===== src/rtl/arith_scheduler_pkg.sv =====
// Shared types and constants for the arithmetic-unit scheduler.
// State encoding, function codes and requester grant ids.
package arith_scheduler_pkg;

  typedef enum logic [1:0] {
    S_IDLE  = 2'd0,
    S_ISSUE = 2'd1,
    S_WAIT  = 2'd2,
    S_RESP  = 2'd3
  } state_t;

  localparam logic [1:0] FUN_ADD = 2'b00;
  localparam logic [1:0] FUN_SUB = 2'b01;
  localparam logic [1:0] FUN_MUL = 2'b10;
  localparam logic [1:0] FUN_DIV = 2'b11;

  localparam logic GNT_REQ0 = 1'b0;
  localparam logic GNT_REQ1 = 1'b1;

endpackage


===== src/rtl/rr_arbiter2.sv =====
// Two-way round-robin grant with a last-grant register.
// Ties go to the requester opposite the previous winner.
module rr_arbiter2
  import arith_scheduler_pkg::*;
(
  input  logic       CLK,
  input  logic       RST,
  input  logic       en,
  input  logic [1:0] req,
  input  logic       upd,
  output logic [1:0] gnt,
  output logic       gnt_id
);

  logic last_grant;

  always_comb begin
    gnt_id = GNT_REQ0;
    unique case (1'b1)
      (req[0] && req[1]):  gnt_id = ~last_grant;
      (req[1] && !req[0]): gnt_id = GNT_REQ1;
      default:             gnt_id = GNT_REQ0;
    endcase
    gnt = 2'b00;
    if (en)
      gnt = req & (gnt_id ? 2'b10 : 2'b01);
  end

  always_ff @(posedge CLK or negedge RST) begin
    if (!RST)
      last_grant <= GNT_REQ1;
    else if (upd)
      last_grant <= gnt_id;
  end

endmodule


===== src/rtl/arith_scheduler.sv =====
// Shares one add/sub/mul unit between two requesters.
// Issues one op at a time and returns the result to its owner.
module arith_scheduler
  import arith_scheduler_pkg::*;
#(
  parameter int A_width   = 16,
  parameter int B_width   = 16,
  parameter int OUT_width = A_width + B_width,
  parameter int ARITH_LAT = 1
)(
  input  logic                 CLK,
  input  logic                 RST,
  input  logic                 REQ0_VALID,
  output logic                 REQ0_READY,
  input  logic [1:0]           REQ0_FUN,
  input  logic [A_width-1:0]   REQ0_A,
  input  logic [B_width-1:0]   REQ0_B,
  input  logic                 REQ1_VALID,
  output logic                 REQ1_READY,
  input  logic [1:0]           REQ1_FUN,
  input  logic [A_width-1:0]   REQ1_A,
  input  logic [B_width-1:0]   REQ1_B,
  output logic                 RSP0_VALID,
  input  logic                 RSP0_READY,
  output logic                 RSP1_VALID,
  input  logic                 RSP1_READY,
  output logic [OUT_width-1:0] RSP_RESULT,
  output logic                 RSP_CARRY,
  output logic                 RSP_ERR,
  output logic                 ARITH_EN,
  output logic [1:0]           ALU_FUN_ARITH,
  output logic [A_width-1:0]   A_IN_ARITH,
  output logic [B_width-1:0]   B_IN_ARITH,
  input  logic [OUT_width-1:0] ARITH_OUT
);

  localparam int CW = (ARITH_LAT > 1) ? $clog2(ARITH_LAT) : 1;

  state_t             state, state_nxt;
  logic [CW-1:0]      cnt;
  logic [1:0]         fun_q;
  logic [A_width-1:0] a_q;
  logic [B_width-1:0] b_q;
  logic               id_q;
  logic [1:0]         gnt;
  logic               gnt_id;
  logic               accept;
  logic [1:0]         sel_fun;
  logic [A_width-1:0] sel_a;
  logic [B_width-1:0] sel_b;

  rr_arbiter2 u_arb (
    .CLK    (CLK),
    .RST    (RST),
    .en     (state == S_IDLE),
    .req    ({REQ1_VALID, REQ0_VALID}),
    .upd    (accept),
    .gnt    (gnt),
    .gnt_id (gnt_id)
  );

  assign REQ0_READY = gnt[0];
  assign REQ1_READY = gnt[1];
  assign accept     = |gnt;
  assign sel_fun    = gnt_id ? REQ1_FUN : REQ0_FUN;
  assign sel_a      = gnt_id ? REQ1_A : REQ0_A;
  assign sel_b      = gnt_id ? REQ1_B : REQ0_B;

  assign ALU_FUN_ARITH = fun_q;
  assign A_IN_ARITH    = a_q;
  assign B_IN_ARITH    = b_q;

  always_ff @(posedge CLK or negedge RST) begin
    if (!RST)
      state <= S_IDLE;
    else
      state <= state_nxt;
  end

  always_comb begin
    state_nxt  = state;
    ARITH_EN   = 1'b0;
    RSP0_VALID = 1'b0;
    RSP1_VALID = 1'b0;
    unique case (state)
      S_IDLE: begin
        if (accept)
          state_nxt = (sel_fun == FUN_DIV) ? S_RESP : S_ISSUE;
      end
      S_ISSUE: begin
        ARITH_EN  = 1'b1;
        state_nxt = S_WAIT;
      end
      S_WAIT: begin
        if (cnt == '0)
          state_nxt = S_RESP;
      end
      S_RESP: begin
        RSP0_VALID = (id_q == GNT_REQ0);
        RSP1_VALID = (id_q == GNT_REQ1);
        if (id_q ? RSP1_READY : RSP0_READY)
          state_nxt = S_IDLE;
      end
      default: state_nxt = S_IDLE;
    endcase
  end

  // Unit output is zeroed when EN drops, so capture only when cnt hits 0.
  always_ff @(posedge CLK or negedge RST) begin
    if (!RST) begin
      cnt        <= '0;
      fun_q      <= FUN_ADD;
      a_q        <= '0;
      b_q        <= '0;
      id_q       <= GNT_REQ0;
      RSP_RESULT <= '0;
      RSP_CARRY  <= 1'b0;
      RSP_ERR    <= 1'b0;
    end else begin
      if (accept) begin
        fun_q <= sel_fun;
        a_q   <= sel_a;
        b_q   <= sel_b;
        id_q  <= gnt_id;
        if (sel_fun == FUN_DIV) begin
          RSP_RESULT <= '0;
          RSP_CARRY  <= 1'b0;
          RSP_ERR    <= 1'b1;
        end
      end
      if (state == S_ISSUE)
        cnt <= CW'(ARITH_LAT - 1);
      if (state == S_WAIT) begin
        if (cnt == '0) begin
          RSP_RESULT <= ARITH_OUT;
          RSP_CARRY  <= ARITH_OUT[A_width];
          RSP_ERR    <= 1'b0;
        end else begin
          cnt <= cnt - CW'(1);
        end
      end
    end
  end

endmodule

===== config.mk =====
export PLATFORM = sky130hd
export DESIGN_NAME = arith_scheduler
export DESIGN_NICKNAME = d
export VERILOG_FILES = /design/src/rtl/arith_scheduler_pkg.sv /design/src/rtl/rr_arbiter2.sv /design/src/rtl/arith_scheduler.sv
export SDC_FILE = /design/constraint.sdc
export NUM_CORES = 1
export LEC_CHECK = 0
export CELL_PAD_IN_SITES_DETAIL_PLACEMENT = 1
export CELL_PAD_IN_SITES_GLOBAL_PLACEMENT = 1
export CORE_UTILIZATION = 28
export CTS_CLUSTER_DIAMETER = 60
export CTS_CLUSTER_SIZE = 10
export DETAILED_ROUTE_END_ITERATION = 12
export HOLD_SLACK_MARGIN = 0.06
export PLACE_DENSITY = 0.9
export SYNTH_ARGS = -nofsm -noshare
export SYNTH_HDL_FRONTEND = slang
export SYNTH_HIERARCHICAL = 1
export SYNTH_SLANG_ARGS = --single-unit

===== constraint.sdc =====
create_clock -name CLK -period 2.4 [get_ports CLK]
set_clock_uncertainty 0.2 [all_clocks]
set_input_delay 0.24 -clock CLK [delete_from_list [all_inputs] [get_ports CLK]]
set_output_delay 0.24 -clock CLK [all_outputs]
set_load 0.1 [all_outputs]

# Word-level counts from Yosys, hierarchy flattened
# Cells that the tools add are included.
# totals
wordCells,57
out_inout_bits,73
ff_bits,73
# op_classes
n_addsub,1
n_reduce_logical,6
n_bitwise,3
eq_ne,7
muxes,30
# op_table
cell,count
$mux W32,4
$mux W16,2
$mux W1,15
$mux W2,7
$pmux W2 S4,1
$eq A2 B2 Y1 const B,3
$ne A2 B2 Y1 const B,3
$reduce_and A3 Y1,1
$and A2 B2 Y2,1
$eq A2 B1 Y1 const B,1
$logic_and A1 B1 Y1,2
$logic_not A2 Y1,1
$not A1 Y1,2
$pmux W1 S2,1
$reduce_or A2 Y1,1
$logic_not A1 Y1,1
$sub A1 B1 Y1 const B,1

# Depth between registers and ports, before layout
# depth
ltp_word,10
ltp_mapped,9
ltp_nobuf,8

# Hierarchy
# Netlist, hierarchy kept.
# modules_own_cells
module,cells_per_inst,seq_area_each_um2,area_each_um2,n_inst
arith_scheduler,323,1801.7,3170.5,1
rr_arbiter2,7,26.3,72.6,1

# Worst setup path after synthesis
# Ideal clock, no wire load.
# synth_timing
path_type,reg-to-reg
from,reg state[0]
to,reg state[1]
slack_ns,-1.129
t_arrival_ns,3.205
stages_incl_launch_ff,8
cell_sequence,dfrtp_1 inv_1 ha_1 nand2_1 a21oi_1 nor2_2 a222oi_1 mux2_2
# synth_between
elab_chain_len,5
elab_cells_between_ends,11
cone_classes,eq/ne (6); mux (2); reduce/logical (3)
# synth_lines
item,line,text
from (decl),arith_scheduler.sv:39,"state_t state, state_nxt;"
from (signal assigned),arith_scheduler.sv:77,state <= state_nxt;
$logic_not A2 Y1,arith_scheduler.sv:55,".en (state == S_IDLE),"
$mux W2,rr_arbiter2.sv:25,if (en)
via REQ0_READY,arith_scheduler.sv:14,"output logic REQ0_READY,"
$reduce_or A2 Y1,arith_scheduler.sv:64,assign accept = |gnt;
$ne A2 B2 Y1 (no source line),--,
$reduce_and A3 Y1 (no source line),--,
# The timed path passes the listed nets, and every way through them passes these cells.
# A chain may end at the register's enable or synchronous reset.

# Final worst setup path
# layout_timing
from,in REQ1_VALID
to,reg RSP_RESULT[19]
# layout_between
elab_chain_len,9
elab_cells_between_ends,13
cone_classes,eq/ne (1); mux (8); bitwise (1); reduce/logical (3)
# layout_lines
item,line,text
from (decl),arith_scheduler.sv:18,"input logic REQ1_VALID,"
"$logic_and A1 B1 Y1, on equally long branches","rr_arbiter2.sv:21, rr_arbiter2.sv:20",
$pmux W1 S2 (*),rr_arbiter2.sv:19,unique case (1'b1)
via gnt_id,arith_scheduler.sv:46,logic gnt_id;
$mux W2,rr_arbiter2.sv:26,gnt = req & (gnt_id ? 2'b10 : 2'b01);
$and A2 B2 Y2,rr_arbiter2.sv:26,
$mux W2,rr_arbiter2.sv:25,
$reduce_or A2 Y1,arith_scheduler.sv:64,
$mux W32 (*),arith_scheduler.sv:120,if (accept) begin
$mux W32,arith_scheduler.sv:134,if (cnt == '0) begin
$mux W32 (*),arith_scheduler.sv:133,if (state == S_WAIT) begin
to (signal assigned),arith_scheduler.sv:116,RSP_RESULT <= '0;
to (signal assigned),arith_scheduler.sv:126,RSP_RESULT <= '0;
to (signal assigned),arith_scheduler.sv:135,RSP_RESULT <= ARITH_OUT;
to (decl),arith_scheduler.sv:27,"output logic [OUT_width-1:0] RSP_RESULT,"
# Mark *: on every way through the listed nets, which the timed path passes. The rest lies on a longest branch.

==> summary.log <==
INFO  outcome        status=complete, no violations
INFO  timing         finalWorstPathRequiredPeriod=2160ps
INFO  placed_design  postPlaceCellArea=0.00506sqmm
INFO  placed_design  count_of_port_buffers_added_during_placement=178
INFO  critical_path  crit_path_end_kind=register
INFO  drt            first_pass_iters=4
INFO  cells_and_area postLayoutCellArea=0.00540sqmm
INFO  global_route   global_route_wire_length_before_repair=15200microns
INFO  timing         timing_hold_violations_final=0
INFO  die            die_w=110microns
INFO  timing         fin_worst_hold_slack=262ps
INFO  critical_path  critPathKind=in -> reg
INFO  timing         final-max-slew-violation-count=0
INFO  timing         worst-slew-pin-transition=947ps
INFO  die            io-pin-count=179
INFO  critical_path  critical_path.startpoint_type=input port
INFO  timing         slew-limit-headroom=36.9%
INFO  placed_design  preCtsSetupSlack=-122ps
INFO  synth          postSynthCellCount=330
INFO  die            floorplan.die_area=0.0120sqmm
INFO  synth          synth_area_per_cell=9.83squm
INFO  global_route   grt_antenna_before_repair=0
INFO  clocking       worstSkewPairLatency=320ps
INFO  clocking       clockBufferDepth=2
INFO  global_route   grt.overflow.total=0
INFO  drt            routed_wirelength=9640microns
INFO  run            count_of_maximum_capacitance_violations=0
INFO  cells_and_area antenna-diode-count=0
INFO  cells_and_area syn2layout_area_growth=66.4%
INFO  synth          post_synth_instance_area=0.00324sqmm
INFO  critical_path  worstPathRequired=2390ps
INFO  placed_design  place.gp.congestion=0.712
INFO  drt            route.vias.total=2987
INFO  synth          synth_simple_gate_area_share=14.5%
INFO  global_route   grt_use_total=16.6%
INFO  timing         unrepaired_setup_endpoints_after_global_routing=false
INFO  clocking       cts-root-buf=clkbuf_16
INFO  critical_path  path_cells=clkdlybuf4s50_1 > a21boi_4 > buf_12 > and3_1 > o21a_1 > buf_4 > o21ai_0
INFO  timing         finalSetupViolations=0
INFO  drt            vias_per_cell=4.60
INFO  die            floorplan.initialDensity=29.3%
INFO  cells_and_area most_common_library_cell_in_the_layout_ignoring_fill_and_taps=clkdlybuf4s50_1
INFO  synth          flip_flop_and_latch_count_after_synthesis=73
INFO  cells_and_area share_of_cells_above_drive_strength_1=21.6%
INFO  critical_path  critPathSlowestCell=clkdlybuf4s50_1
INFO  synth          synth_top_family_by_area=simple AND/OR/NAND/NOR gates
INFO  critical_path  critical_path_arrival=2140ps
INFO  cells_and_area layout.cells.most_common_list=clkdlybuf4s50_1, nand2_1, buf_4
INFO  synth          synth.mux.area_fraction=11.9%
INFO  clocking       num_clock_sinks=73
INFO  drt            drc=0
INFO  synth          synth_compound_gate_area_share=11.9%
INFO  placed_design  dp.final_hpwl=7230microns
INFO  synth          synth.yosys.seq_area_share=56.4%
INFO  critical_path  crit_path_max_incr_delay=530ps
INFO  global_route   vias_in_the_first_global_route=3132
INFO  global_route   largest_net_degree_at_the_start_of_global_routing=74
INFO  drt            ant_nets=0
INFO  cells_and_area design.final.nets=615
INFO  clocking       count_of_instances_resized_after_the_clock_tree_is_built=0
INFO  clocking       clock_slew_seen_by_the_registers_of_the_worst_setup_and_hold_paths=60ps
INFO  clocking       post-cts-setup-buffer-count=0
INFO  drt            drt_first_iter_violations=115
INFO  synth          synth_adder_area_share=1.93%
INFO  die            dieHeight=110microns
INFO  synth          synth.yosys.warnings=6
INFO  clocking       tritoncts=done
INFO  timing         fin_crit_sh=89.9%
INFO  hold_path      hold_path_class=in -> reg
INFO  clocking       cts_htree_levels=3
INFO  timing         layout_setup_ws=243ps
INFO  drt            wl_per_cell=14.9microns
INFO  die            row_count=38
INFO  die            core-area=0.0111sqmm
INFO  critical_path  top_fanout_value_on_the_critical_path=39
INFO  clocking       cts-buffers-inserted=9
INFO  timing         maxClockFrequency=0.464GHz
INFO  synth          ys_types=27
INFO  synth          synth.net_count=441
INFO  cells_and_area finalCoreUtilization=48.7%
INFO  synth          synth_xor_xnor_area_share=0%
-- routing by layer --
layer	routed length [microns]	global-route usage (%)	vias up	share of wire (%)
li1	-	-	1448	-
met4	166	7.24	0	1.7
met3	758	4.74	15	7.9
met5	0	0	-	0
met2	4720	28.8	132	49
met1	4000	19.0	1392	41
-- what timing repair did --
action	CTS	global route
hold buffers	1	0
endpoints found under the setup margin	0	0
hold endpoints to repair	72	0
-- synth_stat cells (all sizes together) --
library cell | number | area share (%)
nand2 | 103 | 12
dfrtp | 72 | 56
o21ai | 67 | 10
mux2i | 36 | 11
clkbuf | 15 | 1.8
buf | 7 | 1.1
ha | 5 | 1.9
inv | 4 | 0.46
and2 | 2 | 0.46
mux2 | 2 | 0.81
nor2 | 2 | 0.31
nor2b | 2 | 0.39
o21a | 2 | 0.46
a211o | 1 | 0.27
a21boi | 1 | 0.35
a21oi | 1 | 0.15
a222oi | 1 | 0.31
and2b | 1 | 0.27
and3 | 1 | 0.19
and3b | 1 | 0.27
and4b | 1 | 0.31
dfstp | 1 | 0.81
nand2b | 1 | 0.19
nor3b | 1 | 0.23
-- registers in the layout (all words and copies together) (netlist names) --
signal            cells
cnt                   1
ALU_FUN_ARITH         2
id_q                  1
RSP_CARRY             1
B_IN_ARITH           16
u_arb/last_grant      1
RSP_ERR               1
A_IN_ARITH           16
RSP_RESULT           32
state                 2
-- logic make-up after synthesis --
group                      count (synthesis)
buffers and inverters                     26
and+or+nand+nor                          115
AOI/OAI and AO/OA                         73
DFF                                       73
adders and majority gates                  5
muxes                                     38
-- worst max-delay path, delay by kind of cell --
family	cells	cell delay, ps
compound gates	3	550
simple gates	1	250
buf+inv	3	1080
-- stage by stage --
step	TNS, ps	cells
after floorplan	-48.2	330
after global placement	0	632
after detailed placement	-2420	632
after CTS	0	649
after global routing	0	649
final	0	649
-- cell type report --
class,count,area (sq um)
Clock inverter,5,77.6
Fill cell,1249,5680
Sequential cell,73,1830
Timing Repair Buffer,185,1700
Multi-Input combinational cell,231,1350
Inverter,4,15.0
Clock buffer,11,253
Tap cell,140,175
-- final timing paths --
kind                                      startpoint                         end  slack (ps)  cells after the start
hold / removal                          ARITH_OUT[7]     RSP_RESULT[7]$_DFF_PN0_         260                      3
hold reg to reg            A_IN_ARITH[0]$_DFFE_PN0N_   A_IN_ARITH[0]$_DFFE_PN0N_         280                      2
min in group asynchronous                        RST    RSP_RESULT[11]$_DFF_PN0_         400                      2
setup / recovery                          REQ1_VALID    RSP_RESULT[19]$_DFF_PN0_         240                      7
setup reg to reg                state[1]$_DFFE_PN0P_    RSP_RESULT[19]$_DFF_PN0_         320                      9
max in group asynchronous                        RST  A_IN_ARITH[14]$_DFFE_PN0N_         970                      2
Power is left out: the tool's default activity adds up to more than one toggle a clock period on the data nets, which glitch-free logic cannot reach.
